## config.mk

```make
export PLATFORM = sky130hd
export DESIGN_NAME = instr_fetch_unit
export DESIGN_NICKNAME = d
export VERILOG_FILES = /design/src/rtl/leglite_pkg.sv /design/src/rtl/fetch_fifo.sv /design/src/rtl/instr_fetch_unit.sv
export SDC_FILE = /design/constraint.sdc
export NUM_CORES = 1
export LEC_CHECK = 0
export CAP_MARGIN = 30
export CORE_AREA = 2 2 99 77
export CTS_CLUSTER_DIAMETER = 60
export DETAILED_ROUTE_END_ITERATION = 16
export DIE_AREA = 0 0 101 79
export GPL_TIMING_DRIVEN = 0
export MAX_ROUTING_LAYER = met4
export PLACE_DENSITY = 0.88
export SETUP_SLACK_MARGIN = 0.02
export SLEW_MARGIN = 10
export SYNTH_ARGS = -nofsm -noshare
export SYNTH_HDL_FRONTEND = slang
export SYNTH_SLANG_ARGS = --single-unit
```

## constraint.sdc

```tcl
create_clock -name clk -period 7.9 [get_ports clk]
set_clock_uncertainty 0.15 [all_clocks]
set_input_delay 1.58 -clock clk [delete_from_list [all_inputs] [get_ports clk]]
set_output_delay 1.58 -clock clk [all_outputs]
set_load 0.005 [all_outputs]
```

## src/rtl/leglite_pkg.sv

```systemverilog
// Shared types and constants for the 16-bit LEGv8-subset core.
package leglite_pkg;
  localparam int INSTR_W = 16;
  localparam int ADDR_W  = 16;
  localparam int PC_STEP = 2;

  typedef enum logic [3:0] {
    OP_ADD  = 4'd0,
    OP_CBZ  = 4'd7,
    OP_ADDI = 4'd8
  } opcode_t;

  typedef struct packed {
    logic [ADDR_W-1:0]  pc;
    logic [INSTR_W-1:0] instr;
  } fetch_entry_t;
endpackage

```

## src/rtl/fetch_fifo.sv

```systemverilog
// Synchronous FIFO with flush; head is presented combinationally and reads as zero when empty.
module fetch_fifo
  import leglite_pkg::*;
#(
  parameter int  DEPTH = 2,
  parameter type T     = fetch_entry_t,
  localparam int AW    = (DEPTH > 1) ? $clog2(DEPTH) : 1
) (
  input  logic        clk,
  input  logic        rst_n,
  input  logic        i_flush,
  input  logic        i_push,
  input  logic        i_pop,
  input  T            i_wdata,
  output T            o_rdata,
  output logic [AW:0] o_count
);
  T              r_mem [DEPTH];
  logic [AW-1:0] r_wptr, r_rptr;
  logic [AW:0]   r_count;

  always_ff @(posedge clk) begin
    if (i_push && !i_flush) r_mem[r_wptr] <= i_wdata;
  end

  // Flush wins over any same-cycle push or pop.
  always_ff @(posedge clk or negedge rst_n) begin
    if (!rst_n) begin
      r_wptr  <= '0;
      r_rptr  <= '0;
      r_count <= '0;
    end else if (i_flush) begin
      r_wptr  <= '0;
      r_rptr  <= '0;
      r_count <= '0;
    end else begin
      if (i_push) r_wptr <= r_wptr + 1'b1;
      if (i_pop)  r_rptr <= r_rptr + 1'b1;
      case ({i_push, i_pop})
        2'b10:   r_count <= r_count + 1'b1;
        2'b01:   r_count <= r_count - 1'b1;
        default: r_count <= r_count;
      endcase
    end
  end

  assign o_rdata = (r_count != '0) ? r_mem[r_rptr] : '0;
  assign o_count = r_count;
endmodule

```

## src/rtl/instr_fetch_unit.sv

```systemverilog
// Instruction fetch: PC register, prefetch queue arbitration, branch redirect and misalign flag.
module instr_fetch_unit
  import leglite_pkg::*;
#(
  parameter int                DEPTH    = 2,
  parameter logic [ADDR_W-1:0] RESET_PC = 16'h0000,
  localparam int               AW       = (DEPTH > 1) ? $clog2(DEPTH) : 1
) (
  input  logic               clk,
  input  logic               rst_n,
  input  logic               fetch_en,
  output logic [ADDR_W-1:0]  iaddr,
  input  logic [INSTR_W-1:0] idata,
  input  logic               redirect_valid,
  input  logic [ADDR_W-1:0]  redirect_pc,
  output logic               instr_valid,
  input  logic               instr_ready,
  output logic [INSTR_W-1:0] instr,
  output logic [ADDR_W-1:0]  instr_pc,
  output logic               misalign
);
  logic [ADDR_W-1:0] r_pc;
  logic              r_misalign;
  logic              w_push, w_pop;
  logic [AW:0]       w_count;
  fetch_entry_t      w_head, w_wdata;

  assign w_pop   = instr_valid & instr_ready;
  // A pop frees a slot this cycle, so a full queue can still accept a fetch.
  assign w_push  = fetch_en & ~redirect_valid & ((w_count < (AW+1)'(DEPTH)) | w_pop);
  assign w_wdata = '{pc: r_pc, instr: idata};

  fetch_fifo #(.DEPTH(DEPTH), .T(fetch_entry_t)) u_fifo (
    .clk     (clk),
    .rst_n   (rst_n),
    .i_flush (redirect_valid),
    .i_push  (w_push),
    .i_pop   (w_pop),
    .i_wdata (w_wdata),
    .o_rdata (w_head),
    .o_count (w_count)
  );

  always_ff @(posedge clk or negedge rst_n) begin
    if (!rst_n) begin
      r_pc       <= RESET_PC;
      r_misalign <= 1'b0;
    end else if (redirect_valid) begin
      r_pc       <= {redirect_pc[ADDR_W-1:1], 1'b0};
      r_misalign <= r_misalign | redirect_pc[0];
    end else if (w_push) begin
      r_pc       <= r_pc + ADDR_W'(PC_STEP);
    end
  end

  assign iaddr       = r_pc;
  assign instr_valid = (w_count != '0);
  assign instr       = w_head.instr;
  assign instr_pc    = w_head.pc;
  assign misalign    = r_misalign;
endmodule

```

==> impl_metrics.py <==
metrics = {
    "placement": {
        "place.gp.congestion": 0.8437,
        "numPortBuffers": 83,
        "place_ws_ps": 3617,
        "placed_area_sq_um": 4454,
        "dpl.hpwl_um": 5355,
    },
    "synthesis": {
        "syn_area_per_cell_sq_um": 13.33,
        "ys_warn_count": 0,
        "synth-seq-cells": 82,
        "syn-cell-area_sq_um": 3452,
        "ys_seq_area_frac": 0.6843,
        "ys_types": 35,
        "yosys_most_used_dff": "edfxtp_1",
        "synthArstFlopShare": 0.2439,
        "synth_cells": 259,
        "synth_edf_count": 62,
    },
    "detailed_routing": {
        "totalWireLength_um": 7512,
        "ant_nets": 0,
        "vias": 2428,
        "dr.pass1.iters": 4,
        "drt_iter0_drc": 105,
        "drc": 0,
        "routedWlPerCell_um": 16.66,
        "drt-vias-per-instance": 5.384,
    },
    "floorplanning": {
        "die_width_um": 101,
        "num_io_pins": 87,
        "start_util": 0.4866,
        "coreArea_sq_um": 7094,
        "dieArea_sq_um": 7979,
        "die_y_um": 79,
        "rows": 27,
    },
    "sta": {
        "tightest_slew_ps": 866.0,
        "fmax_mhz": 243.1,
        "setup_viol": 0,
        "fin_crit_ps": 4113,
        "drv_slew": 0,
        "worst_slack_ps": 3787,
        "hold_viol_final": 0,
        "finalSetupTns_ps": 0,
        "fin_hold_ws_ps": 316.0,
        "rsz0062_at_grt": "no",
        "maxSlewHeadroom": 0.4201,
        "post-route-period-util": 0.5206,
    },
    "setup_path": {
        "critPathLaunchType": "flip-flop",
        "rrSetupSlack_ps": 5500,
        "critPathKind": "reg2out",
        "reg2reg_from": "u_fifo.o_count[1]$_DFFE_PN0P_",
        "reg2regPathDepth": 4,
        "startpoint": "u_fifo.r_rptr$_DFFE_PN0P_",
        "cp-end-kind": "output pin",
        "critPathRequiredTime_ps": 6170,
        "critPathMaxFanout": 10,
        "crit_arrival_ps": 2380,
    },
    "finish": {
        "final_nets": 398,
        "drive_gt1_frac": 0.07967,
        "fin_area_sq_um": 4677,
        "utilization": 0.6593,
        "diodes": 0,
        "area_growth_syn_to_layout_pct": 35.48,
    },
    "power_and_ir_drop": {
        "p_leak_nw": 1.605,
        "pwr_density_cell_nw_per_um2": 210.1,
        "ir_worst_vdd_v": 0.00009769,
    },
    "clocking": {
        "h-tree-depth": 3,
        "post-cts-setup-buffers": 0,
        "clk_pin_slew_ps": 80,
        "cts_tree": "built",
        "cts.repair.resized": 0,
        "numCtsBuffers": 9,
        "cts_sinks": 82,
        "holdBufCountCts": 0,
        "worstSkewPairLatency_ps": 350,
        "clk_path_buf_depth": 2,
        "cts_root_buffer": "clkbuf_8",
    },
    "run": {
        "cap_violations": 0,
    },
    "worst_hold_path": {
        "hp-start": "misalign$_DFFE_PN0P_",
        "hold_path_class": "reg2reg",
        "hold_path_depth": 1,
    },
    "grt": {
        "grt_overflow": 0,
        "first_global_vias": 2466,
        "grt_max_degree": 21,
        "grt_first_pass_wirelength_um": 12140,
        "grt_usage": 0.2076,
        "antenna_found_initial": 0,
    },
    "run_status": {
        "status": "finished, final reports clean",
    },
}
[worst max-delay path, cell delays in order (launching register included)]
cell and delay (ps):
dfrtp_1 330, clkbuf_1 240, buf_1 610, mux2i_1 180
nor2_1 130, clkdlybuf4s50_1 530
[layer usage]
layer	track usage	vias up	wire length [um]
met1	0.2823	1157	3453
met3	0.05546	12	564
met2	0.3093	118	3380
met5	-	-	0
met4	0.06486	0	113
li1	-	1141	-
[final cells by class]
cell class | count | area, sq um
fillers | 556 | 2417
flip-flops and latches | 82 | 2362
multi-input cells | 162 | 1035
repair buffers | 89 | 894.6
clock buffers | 10 | 127.6
well taps | 87 | 108.9
clock inverters | 5 | 80.08
plain buffers | 14 | 61.31
inverters | 2 | 7.507
[placed cells by master, fill, tap and decap left out, types with 2 or more instances in the layout]
| master | synthesis | layout |
|---|---|---|
| clkdlybuf4s50_1 | 0 | 83 |
| edfxtp_1 | 62 | 62 |
| nor2_1 | 40 | 40 |
| mux2i_1 | 32 | 32 |
| dfrtp_1 | 20 | 20 |
| nand2_1 | 18 | 18 |
| o21ai_0 | 11 | 11 |
| clkbuf_1 | 8 | 9 |
| clkbuf_8 | 0 | 9 |
| nand4_1 | 6 | 6 |
| xnor2_1 | 6 | 6 |
| a31oi_1 | 5 | 5 |
| or3_1 | 5 | 5 |
| xor2_1 | 5 | 5 |
| buf_4 | 2 | 4 |
| buf_1 | 3 | 3 |
| nand2b_1 | 3 | 3 |
| or4_1 | 3 | 3 |
| nand3_1 | 3 | 3 |
| nor4_1 | 3 | 3 |
| nor3_1 | 4 | 3 |
| buf_6 | 0 | 3 |
| inv_1 | 2 | 2 |
| a21oi_1 | 2 | 2 |
| o31ai_1 | 2 | 2 |
| mux2_2 | 2 | 2 |
| conb_1 | 1 | 2 |
| clkinvlp_4 | 0 | 2 |
| bufinv_16 | 0 | 2 |
[cells by family (layout without fill, tap and decap cells)]
group | after synthesis | count (layout) | share of synthesized area
DFF | 82 | 82 | 0.6843
AOI/OAI and AO/OA | 22 | 22 | 0.03661
buffers and inverters | 16 | 120 | 0.01993
muxes | 34 | 34 | 0.09931
and+or+nand+nor | 92 | 92 | 0.1272
adders and majority gates | 1 | 1 | 0.003624
other | 1 | 2 | 0.001086
xor gates and xnor gates | 11 | 11 | 0.02791
[flip-flops by register name (all words and copies together) (netlist names)]
| name | flops |
|---|---|
| iaddr | 15 |
| misalign | 1 |
| u_fifo.o_count | 2 |
| u_fifo.r_mem | 62 |
| u_fifo.r_rptr | 1 |
| u_fifo.r_wptr | 1 |
[report_power, final]
group | switching, W | internal (W) | leakage [nW] | total, W
combinational | 0.0000630 | 0.0000816 | 0.698 | 0.000145
clock | 0.000147 | 0.000176 | 0.0984 | 0.000323
sequential | 0.0000233 | 0.000492 | 0.809 | 0.000515
total | 0.000233 | 0.000749 | 1.60 | 0.000983
[path summary, 6_finish.rpt]
| path | end |
|---|---|
| setup / recovery | instr[4] |
| hold / removal | misalign$_DFFE_PN0P_ |
| setup reg to reg | u_fifo.r_mem[1][26]$_DFFE_PP_ |
| hold reg to reg | misalign$_DFFE_PN0P_ |
| max in group asynchronous | iaddr[8]$_DFFE_PN0P_ |
| min in group asynchronous | iaddr[1]$_DFFE_PN0P_ |
[Yosys cell counts, drive strengths merged, types with 2 or more instances]
library cell	count	share of area
a21oi	2	0.0029
a31oi	5	0.0091
buf	6	0.0091
clkbuf	8	0.0087
dfrtp	20	0.14
edfxtp	62	0.54
inv	2	0.0022
mux2	2	0.0065
mux2i	32	0.093
nand2	19	0.021
nand2b	3	0.0054
nand3	3	0.0043
nand4	6	0.011
nor2	40	0.043
nor2b	2	0.0058
nor3	4	0.0058
nor4	3	0.0054
o21ai	11	0.016
o31ai	2	0.0043
or3	5	0.0091
or4	3	0.0065
xnor2	6	0.015
xor2	5	0.013
[stage by stage]
step / instances / power, W
2_1_floorplan: 260 / 0.0005796
3_3_place_gp: 430 / 0.0006608
3_5_place_dp: 435 / 0.0006687
4_1_cts: 450 / 0.0009904
5_1_grt: 451 / 0.001023
6_report: 451 / 0.0009825
No activity file was read; power rests on OpenSTA's default activity.
